## config.mk

```make
export PLATFORM = sky130hd
export DESIGN_NAME = ravan_axil_slave
export DESIGN_NICKNAME = d
export VERILOG_FILES = /design/src/rtl/ravan_axil_pkg.sv /design/src/rtl/ravan_op_sequencer.sv /design/src/rtl/ravan_axil_slave.sv
export SDC_FILE = /design/constraint.sdc
export NUM_CORES = 2
export LEC_CHECK = 0
export ABC_AREA = 1
export BUFFER_PORTS_ARGS = -buffer_cell sky130_fd_sc_hd__buf_2
export CAP_MARGIN = 10
export CORE_AREA = 2 2 336 338
export DETAILED_ROUTE_END_ITERATION = 16
export DIE_AREA = 0 0 338 340
export PLACE_DENSITY_LB_ADDON = 0.08
export RECOVER_POWER = 100
export SLEW_MARGIN = 0
export SYNTH_ARGS = -nofsm -noshare
export SYNTH_HDL_FRONTEND = slang
export SYNTH_SLANG_ARGS = --single-unit
```

## constraint.sdc

```tcl
create_clock -name clk -period 5.7 [get_ports clk]
set_clock_uncertainty 0.1 [all_clocks]
set_input_delay 0.57 -clock clk [delete_from_list [all_inputs] [get_ports clk]]
set_output_delay 0.57 -clock clk [all_outputs]
set_load 0.01 [all_outputs]
```

## src/rtl/ravan_axil_pkg.sv

```systemverilog
// Shared constants and types for the RAVAN AXI4-Lite slave front-end.
package ravan_axil_pkg;
  localparam logic [1:0] RESP_OKAY   = 2'b00;
  localparam logic [1:0] RESP_SLVERR = 2'b10;

  localparam int unsigned IDX_CTRL      = 32'd0;
  localparam int unsigned IDX_STATUS    = 32'd1;
  localparam int unsigned IDX_CORE_ADDR = 32'd2;
  localparam int unsigned IDX_DATA_IN   = 32'd3;
  localparam int unsigned IDX_DATA_OUT  = 32'd4;
  localparam int unsigned KEY_BASE      = 32'd8;

  localparam int unsigned CTRL_START   = 32'd0;
  localparam int unsigned CTRL_ENC_SEL = 32'd1;
  localparam int unsigned CTRL_MEM_SEL = 32'd2;
  localparam int unsigned CTRL_IRQ_EN  = 32'd3;

  localparam int unsigned STAT_BUSY = 32'd0;
  localparam int unsigned STAT_DONE = 32'd1;
  localparam int unsigned STAT_ERR  = 32'd2;

  typedef enum logic [2:0] {
    REG_CTRL      = 3'd0,
    REG_STATUS    = 3'd1,
    REG_CORE_ADDR = 3'd2,
    REG_DATA_IN   = 3'd3,
    REG_DATA_OUT  = 3'd4,
    REG_KEY       = 3'd5,
    REG_NONE      = 3'd6
  } reg_sel_e;

  typedef enum logic {
    SEQ_IDLE = 1'b0,
    SEQ_RUN  = 1'b1
  } seq_state_e;
endpackage

```

## src/rtl/ravan_op_sequencer.sv

```systemverilog
// IDLE/RUN sequencer: fires the core, waits CORE_LAT cycles, captures result and error.
module ravan_op_sequencer
  import ravan_axil_pkg::*;
#(
  parameter int DATA_W   = 64,
  parameter int CORE_LAT = 3
) (
  input  logic              clk,
  input  logic              rst,
  input  logic              start_req,
  input  logic [DATA_W-1:0] core_data_out,
  input  logic              core_error,
  output logic              core_start,
  output logic              busy,
  output logic              done,
  output logic              err,
  output logic [DATA_W-1:0] data_out
);
  localparam int CNT_W = (CORE_LAT > 1) ? $clog2(CORE_LAT) : 1;
  localparam logic [CNT_W-1:0] CNT_LOAD = CNT_W'(CORE_LAT - 1);

  seq_state_e        state_r, state_nx_s;
  logic [CNT_W-1:0]  cnt_r, cnt_nx_s;
  logic              launch_s, capture_s;
  logic              core_start_r, done_r, err_r;
  logic [DATA_W-1:0] data_out_r;

  // State, counter and result registers
  always_ff @(posedge clk or negedge rst) begin
    if (!rst) begin
      state_r      <= SEQ_IDLE;
      cnt_r        <= {CNT_W{1'b0}};
      core_start_r <= 1'b0;
      done_r       <= 1'b0;
      err_r        <= 1'b0;
      data_out_r   <= {DATA_W{1'b0}};
    end else begin
      state_r      <= state_nx_s;
      cnt_r        <= cnt_nx_s;
      core_start_r <= launch_s;
      if (launch_s) begin
        done_r <= 1'b0;
        err_r  <= 1'b0;
      end else if (capture_s) begin
        done_r     <= 1'b1;
        err_r      <= core_error;
        data_out_r <= core_data_out;
      end
    end
  end

  // Next-state and counter decode
  always_comb begin
    state_nx_s = state_r;
    cnt_nx_s   = cnt_r;
    launch_s   = 1'b0;
    capture_s  = 1'b0;
    case (state_r)
      SEQ_IDLE: begin
        if (start_req) begin
          state_nx_s = SEQ_RUN;
          cnt_nx_s   = CNT_LOAD;
          launch_s   = 1'b1;
        end else begin
          state_nx_s = SEQ_IDLE;
        end
      end
      SEQ_RUN: begin
        if (cnt_r != {CNT_W{1'b0}}) begin
          cnt_nx_s = cnt_r - CNT_W'(1);
        end else begin
          capture_s  = 1'b1;
          state_nx_s = SEQ_IDLE;
        end
      end
      default: state_nx_s = SEQ_IDLE;
    endcase
  end

  // Outputs derived from registered state
  always_comb begin
    busy = (state_r == SEQ_RUN);
  end

  assign core_start = core_start_r;
  assign done       = done_r;
  assign err        = err_r;
  assign data_out   = data_out_r;
endmodule

```

## src/rtl/ravan_axil_slave.sv

```systemverilog
// AXI4-Lite register front-end for the RAVAN crypto core: independent write/read
// channels over CTRL/STATUS/CORE_ADDR/DATA_IN/DATA_OUT/KEY registers.
module ravan_axil_slave
  import ravan_axil_pkg::*;
#(
  parameter int DATA_W      = 64,
  parameter int KEY_W       = 512,
  parameter int ADDR_W      = 16,
  parameter int CORE_ADDR_W = 32,
  parameter int CORE_LAT    = 3
) (
  input  logic                   clk,
  input  logic                   rst,
  input  logic                   awvalid,
  output logic                   awready,
  input  logic [ADDR_W-1:0]      awaddr,
  input  logic                   wvalid,
  output logic                   wready,
  input  logic [DATA_W-1:0]      wdata,
  input  logic [DATA_W/8-1:0]    wstrb,
  output logic                   bvalid,
  input  logic                   bready,
  output logic [1:0]             bresp,
  input  logic                   arvalid,
  output logic                   arready,
  input  logic [ADDR_W-1:0]      araddr,
  output logic                   rvalid,
  input  logic                   rready,
  output logic [DATA_W-1:0]      rdata,
  output logic [1:0]             rresp,
  output logic                   core_start,
  output logic                   core_enc_sel,
  output logic                   core_mem_sel,
  output logic [CORE_ADDR_W-1:0] core_addr,
  output logic [DATA_W-1:0]      core_data_in,
  output logic [KEY_W-1:0]       core_key,
  input  logic [DATA_W-1:0]      core_data_out,
  input  logic                   core_error,
  output logic                   irq
);
  localparam int STRB_W    = DATA_W / 8;
  localparam int ADDR_LSB  = $clog2(STRB_W);
  localparam int KEY_WORDS = KEY_W / DATA_W;
  localparam int KIDX_W    = (KEY_WORDS > 1) ? $clog2(KEY_WORDS) : 1;
  localparam logic [ADDR_W-1:0] IX_CTRL      = ADDR_W'(IDX_CTRL);
  localparam logic [ADDR_W-1:0] IX_STATUS    = ADDR_W'(IDX_STATUS);
  localparam logic [ADDR_W-1:0] IX_CORE_ADDR = ADDR_W'(IDX_CORE_ADDR);
  localparam logic [ADDR_W-1:0] IX_DATA_IN   = ADDR_W'(IDX_DATA_IN);
  localparam logic [ADDR_W-1:0] IX_DATA_OUT  = ADDR_W'(IDX_DATA_OUT);
  localparam logic [ADDR_W-1:0] IX_KEY       = ADDR_W'(KEY_BASE);
  localparam logic [ADDR_W-1:0] IX_KEY_END   = ADDR_W'(KEY_BASE + KEY_WORDS);
  localparam logic [DATA_W-1:0] CA_MASK      = DATA_W'({CORE_ADDR_W{1'b1}});

  function automatic reg_sel_e decode(input logic [ADDR_W-1:0] addr);
    logic [ADDR_W-1:0] idx;
    reg_sel_e          sel;
    idx = addr >> ADDR_LSB;
    if      (idx == IX_CTRL)                        sel = REG_CTRL;
    else if (idx == IX_STATUS)                      sel = REG_STATUS;
    else if (idx == IX_CORE_ADDR)                   sel = REG_CORE_ADDR;
    else if (idx == IX_DATA_IN)                     sel = REG_DATA_IN;
    else if (idx == IX_DATA_OUT)                    sel = REG_DATA_OUT;
    else if (idx >= IX_KEY && idx < IX_KEY_END)     sel = REG_KEY;
    else                                            sel = REG_NONE;
    return sel;
  endfunction

  function automatic logic [KIDX_W-1:0] key_idx(input logic [ADDR_W-1:0] addr);
    logic [ADDR_W-1:0] off;
    off = (addr >> ADDR_LSB) - IX_KEY;
    return off[KIDX_W-1:0];
  endfunction

  function automatic logic [DATA_W-1:0] merge(input logic [DATA_W-1:0] old_v,
                                              input logic [DATA_W-1:0] new_v,
                                              input logic [STRB_W-1:0] strb);
    logic [DATA_W-1:0] res;
    for (int b = 0; b < STRB_W; b++) begin
      if (strb[b]) res[8*b +: 8] = new_v[8*b +: 8];
      else         res[8*b +: 8] = old_v[8*b +: 8];
    end
    return res;
  endfunction

  logic                 rdy_en_r;
  logic                 aw_held_r, w_held_r, bvalid_r, rvalid_r;
  logic [ADDR_W-1:0]    awaddr_r;
  logic [DATA_W-1:0]    wdata_r, rdata_r;
  logic [STRB_W-1:0]    wstrb_r;
  logic [1:0]           bresp_r, rresp_r;
  logic [2:0]           ctrl_r;
  logic [DATA_W-1:0]    core_addr_r, data_in_r;
  logic [DATA_W-1:0]    key_r [KEY_WORDS];
  logic                 commit_s, wr_err_s, wr_ok_s, start_req_s;
  reg_sel_e             wr_sel_s;
  logic [DATA_W-1:0]    rd_data_s;
  logic [1:0]           rd_resp_s;
  logic                 busy_s, done_s, err_s;
  logic [DATA_W-1:0]    data_out_s;

  assign awready  = rdy_en_r && !aw_held_r && !bvalid_r;
  assign wready   = rdy_en_r && !w_held_r && !bvalid_r;
  assign arready  = rdy_en_r && !rvalid_r;
  assign commit_s = aw_held_r && w_held_r;
  assign wr_ok_s  = commit_s && !wr_err_s;
  assign start_req_s = wr_ok_s && (wr_sel_s == REG_CTRL) && wstrb_r[0] && wdata_r[CTRL_START];

  // Write legality: RO/unmapped always rejected, core-facing registers locked while busy
  always_comb begin
    wr_sel_s = decode(awaddr_r);
    wr_err_s = 1'b0;
    case (wr_sel_s)
      REG_CTRL:                             wr_err_s = busy_s && wstrb_r[0];
      REG_CORE_ADDR, REG_DATA_IN, REG_KEY:  wr_err_s = busy_s;
      default:                              wr_err_s = 1'b1;
    endcase
  end

  // AW/W capture, commit and B response
  always_ff @(posedge clk or negedge rst) begin
    if (!rst) begin
      rdy_en_r  <= 1'b0;
      aw_held_r <= 1'b0;
      w_held_r  <= 1'b0;
      awaddr_r  <= {ADDR_W{1'b0}};
      wdata_r   <= {DATA_W{1'b0}};
      wstrb_r   <= {STRB_W{1'b0}};
      bvalid_r  <= 1'b0;
      bresp_r   <= RESP_OKAY;
    end else begin
      rdy_en_r <= 1'b1;
      if (awvalid && awready) begin
        aw_held_r <= 1'b1;
        awaddr_r  <= awaddr;
      end
      if (wvalid && wready) begin
        w_held_r <= 1'b1;
        wdata_r  <= wdata;
        wstrb_r  <= wstrb;
      end
      if (commit_s) begin
        aw_held_r <= 1'b0;
        w_held_r  <= 1'b0;
        bvalid_r  <= 1'b1;
        bresp_r   <= wr_err_s ? RESP_SLVERR : RESP_OKAY;
      end else if (bvalid_r && bready) begin
        bvalid_r <= 1'b0;
      end
    end
  end

  // Register file update on an accepted write
  always_ff @(posedge clk or negedge rst) begin
    if (!rst) begin
      ctrl_r      <= 3'b000;
      core_addr_r <= {DATA_W{1'b0}};
      data_in_r   <= {DATA_W{1'b0}};
      for (int k = 0; k < KEY_WORDS; k++) key_r[k] <= {DATA_W{1'b0}};
    end else if (wr_ok_s) begin
      case (wr_sel_s)
        REG_CTRL:      if (wstrb_r[0]) ctrl_r <= wdata_r[CTRL_IRQ_EN:CTRL_ENC_SEL];
        REG_CORE_ADDR: core_addr_r <= merge(core_addr_r, wdata_r, wstrb_r) & CA_MASK;
        REG_DATA_IN:   data_in_r   <= merge(data_in_r, wdata_r, wstrb_r);
        REG_KEY:       key_r[key_idx(awaddr_r)] <= merge(key_r[key_idx(awaddr_r)], wdata_r, wstrb_r);
        default:       ;
      endcase
    end
  end

  // Read data mux; START always reads back as 0
  always_comb begin
    rd_data_s = {DATA_W{1'b0}};
    rd_resp_s = RESP_OKAY;
    case (decode(araddr))
      REG_CTRL:      rd_data_s = DATA_W'({ctrl_r, 1'b0});
      REG_STATUS:    rd_data_s = DATA_W'({err_s, done_s, busy_s});
      REG_CORE_ADDR: rd_data_s = core_addr_r;
      REG_DATA_IN:   rd_data_s = data_in_r;
      REG_DATA_OUT:  rd_data_s = data_out_s;
      REG_KEY:       rd_data_s = key_r[key_idx(araddr)];
      default:       rd_resp_s = RESP_SLVERR;
    endcase
  end

  // AR handshake registers the R beat
  always_ff @(posedge clk or negedge rst) begin
    if (!rst) begin
      rvalid_r <= 1'b0;
      rdata_r  <= {DATA_W{1'b0}};
      rresp_r  <= RESP_OKAY;
    end else if (arvalid && arready) begin
      rvalid_r <= 1'b1;
      rdata_r  <= rd_data_s;
      rresp_r  <= rd_resp_s;
    end else if (rvalid_r && rready) begin
      rvalid_r <= 1'b0;
    end
  end

  ravan_op_sequencer #(
    .DATA_W   (DATA_W),
    .CORE_LAT (CORE_LAT)
  ) u_seq (
    .clk           (clk),
    .rst           (rst),
    .start_req     (start_req_s),
    .core_data_out (core_data_out),
    .core_error    (core_error),
    .core_start    (core_start),
    .busy          (busy_s),
    .done          (done_s),
    .err           (err_s),
    .data_out      (data_out_s)
  );

  for (genvar g = 0; g < KEY_WORDS; g++) begin : g_key
    assign core_key[g*DATA_W +: DATA_W] = key_r[g];
  end

  assign bvalid       = bvalid_r;
  assign bresp        = bresp_r;
  assign rvalid       = rvalid_r;
  assign rdata        = rdata_r;
  assign rresp        = rresp_r;
  assign core_enc_sel = ctrl_r[0];
  assign core_mem_sel = ctrl_r[1];
  assign core_addr    = core_addr_r[CORE_ADDR_W-1:0];
  assign core_data_in = data_in_r;
  assign irq          = done_s & ctrl_r[2];
endmodule

```

==> flow_metrics.py <==
metrics = {
    "run_status": {
        "outcome": "complete, but fails checks",
        "violations": "max-capacitance violations, max-slew violations",
    },
    "synthesis": {
        "yosys.area.top_type": "dfrtp_1",
        "syn_inst": 5118,
        "yosys-top-cells-count": "nand2_1, dfrtp_1, inv_1, o21ai_0, o21ai_1",
        "synth.area.top_cells": "dfrtp_1, nand2_1, o21ai_0, inv_1, o21ai_1",
        "synth_edf_count": 0,
        "async_reset_ff_share_pct": 100.0,
        "avgSynthCellArea_um2": 7.876,
        "syn-cell-area_um2": 40310,
        "synth_top_flop_cell": "dfrtp_1",
        "synth_seq_area_share_pct": 51.96,
        "synth_cell_types": 40,
        "ys_warn_count": 0,
        "yosysMostFrequentCell": "nand2_1",
        "synth_top_area_share_pct": 51.96,
        "ys_seq_elements": 837,
    },
    "routing": {
        "vias": 41410,
        "wire_per_inst_um": 28.15,
        "postRouteWirelength_um": 210600,
        "dr.pass1.iters": 5,
        "ant_nets": 0,
        "drt_iter0_markers": 4449,
        "drc": 0,
        "via_per_inst": 5.536,
    },
    "clock_network": {
        "cts_setup_buffers": 0,
        "clk_latency_ns": 0.69,
        "cts_tree": "yes",
        "clock_tree.root_cell": "clkbuf_16",
        "clock-sinks": 837,
        "cts_buffers": 100,
        "h-tree-depth": 3,
        "clockBufferDepth": 3,
        "clk_pin_slew_worst_paths_ns": 0.06,
    },
    "cells_and_area": {
        "final-seq-area_um2": 20950,
        "area_growth_pct": 21.27,
        "final_cells": 7481,
        "post-route-util_pct": 43.81,
        "drive_above_1_share_pct": 7.172,
        "n_fill_cell": 11810,
        "num-nets-final": 6066,
        "multi_input_area_um2": 15500,
    },
    "critical_path": {
        "cp_slowest_cell": "clkinvlp_2",
        "crit_type": "in -> reg",
        "max_stage_delay_ns": 2.16,
        "crit_chain": "buf_4 > clkinvlp_2 > buf_4 > a21oi_1 > o2111ai_1 > nand2_1 > nand2_1 > nand3_1 > nand2_1 > nand2_1",
        "crit_required_ns": 6.22,
        "crit_path_start_kind": "input port",
        "worst_path_dominant_cell_family": "buffers and inverters",
        "crit_arrival_ns": 5.20,
        "path_buf_inv": 3,
        "critPathCaptureType": "register",
        "path_max_fanout": 39,
        "crit_top_cell": "nand2_1",
    },
    "sta": {
        "fin_tns_setup_ns": 0,
        "relSlewSlack_pct": -142.8,
        "hold_violations": 0,
        "fmax_ghz": 0.2136,
        "slew_violations": 457,
        "min_period_ns": 4.682,
        "rsz0062_at_grt": "no",
        "tightest_slew_ns": 3.641,
        "finalCritPeriodShare_pct": 82.14,
        "setup_viol": 0,
    },
    "place": {
        "portBuffers": 852,
        "gp_congestion": 0.9424,
        "dp_hpwl_um": 141700,
        "dp.cells": 7209,
    },
    "global_route": {
        "grt_pass1_vias": 38580,
        "grt_usage_pct": 35.52,
        "grt_max_degree": 147,
        "antenna_found_initial": 20,
        "grt_pass1_wl_um": 291500,
        "gr-total-overflow": 0,
    },
    "floorplan": {
        "core-area_um2": 111600,
        "die-area_um2": 114900,
        "num_io_pins": 861,
        "fp.dieH_um": 340,
        "die_w_um": 338,
        "start_util_pct": 36.13,
        "rows": 123,
    },
    "pwr": {
        "pwr_density_cell_nw_per_um2": 352.2,
        "p_leak_nw": 21.69,
        "vdd_ir_drop_max_v": 0.0002598,
    },
    "run": {
        "max-cap-violations": 12,
    },
    "min_path": {
        "min_path_type": "in -> reg",
    },
}
==> flip-flops by register name, summed over array words and instances (netlist names) <==
signal            flops
u_seq.busy            1
u_seq.done            1
u_seq.err             1
rresp                 1
wdata_r              64
core_data_in         64
w_held_r              1
u_seq.core_start      1
u_seq.data_out       64
u_seq.cnt_r           2
aw_held_r             1
core_key            512
bresp                 1
bvalid                1
awaddr_r             13
wstrb_r               8
rvalid                1
ctrl_r                3
rdy_en_r              1
rdata                64
core_addr_r          32
==> worst paths after layout <==
check / cells after the start / from / slack (ns) / to
max: 10 / araddr[5] / 1.02 / rdata[54]$_DFFE_PN0P_
min: 3 / wdata[19] / 0.04 / wdata_r[19]$_DFFE_PN0P_
max reg2reg: 11 / awaddr_r[4]$_DFFE_PN0P_ / 1.21 / core_key[186]$_DFFE_PN0P_
min reg2reg: 2 / rdata[20]$_DFFE_PN0P_ / 0.38 / rdata[20]$_DFFE_PN0P_
max in group asynchronous: 4 / rst / 1.40 / core_key[49]$_DFFE_PN0P_
min in group asynchronous: 2 / rst / 1.17 / core_key[426]$_DFFE_PN0P_
==> logic make-up (layout without fill, tap and decap cells) <==
| family | count (synthesis) | count (layout) | share of synthesized area [%] |
|---|---|---|---|
| and+or+nand+nor | 1971 | 1971 | 19.73 |
| AOI/OAI and AO/OA | 1363 | 1363 | 18.45 |
| buffers and inverters | 942 | 1791 | 9.750 |
| DFF | 837 | 837 | 51.96 |
| other | 2 | 16 | 0.01863 |
| muxes | 2 | 2 | 0.05587 |
| adders and majority gates | 1 | 1 | 0.03104 |
==> cell type report <==
cell class                      count  share of cell area [%]
Inverter                          613                   4.725
Timing Repair Buffer              997                   9.860
Sequential cell                   837                   42.85
Antenna cell                       13                 0.06655
Clock inverter                     27                  0.7526
Tap cell                         1500                   3.840
Clock buffer                      154                   6.197
Multi-Input combinational cell   3340                   31.71
==> placed cells by master, fill, tap and decap left out, drive strengths merged, types with 36 or more instances in the layout <==
cell and n:
clkbuf 845, nor3 40, a21oi 221, a22oi 36, nand4 89, nand2 1516, o22ai 215, nand3 115
o21ai 805, dlygate4sd3 78, nor2 207, buf 228, dfrtp 837, inv 607
==> where the power goes <==
group | internal (mW) | switching (mW)
registers | 6.24 | 0.358
clock network | 4.00 | 2.74
logic | 0.671 | 3.22
==> repair_timing <==
| item | 4_1_cts | 5_1_grt |
|---|---|---|
| hold endpoints to repair | 152 | 0 |
| endpoints found under the setup margin | 0 | 0 |
| hold buffers | 78 | 0 |
| resized for setup | 0 | 0 |
==> worst register-to-register path: cells and delay by family (launching register included) <==
kind	cells	cell delay, ns
flops	1	0.42
compound gates	1	0.24
buf+inv	3	1.45
simple gates	7	2.11
==> layer usage <==
metal  part of all wire (%)  GRT usage, %  wire length [µm]
met5                      0             0                 0
met4                    5.5         17.35             11620
met1                     41         48.78             87190
met2                     42         50.34             87470
met3                     12         11.25             24340
==> stage by stage <==
stage	setup WS (ns)	total power [mW]	area (µm²)	hold WS, ns
after detailed placement	1.721	10.40	45650	0.3598
final	1.018	17.22	48880	0.03506
after global routing	0.9014	17.70	48860	0.02653
after CTS	1.887	17.15	49830	0.0006523
after global placement	1.752	10.40	45650	0.3593
after floorplan	3.409	8.323	40310	0.1744
No activity file was read; power rests on OpenSTA's default activity.
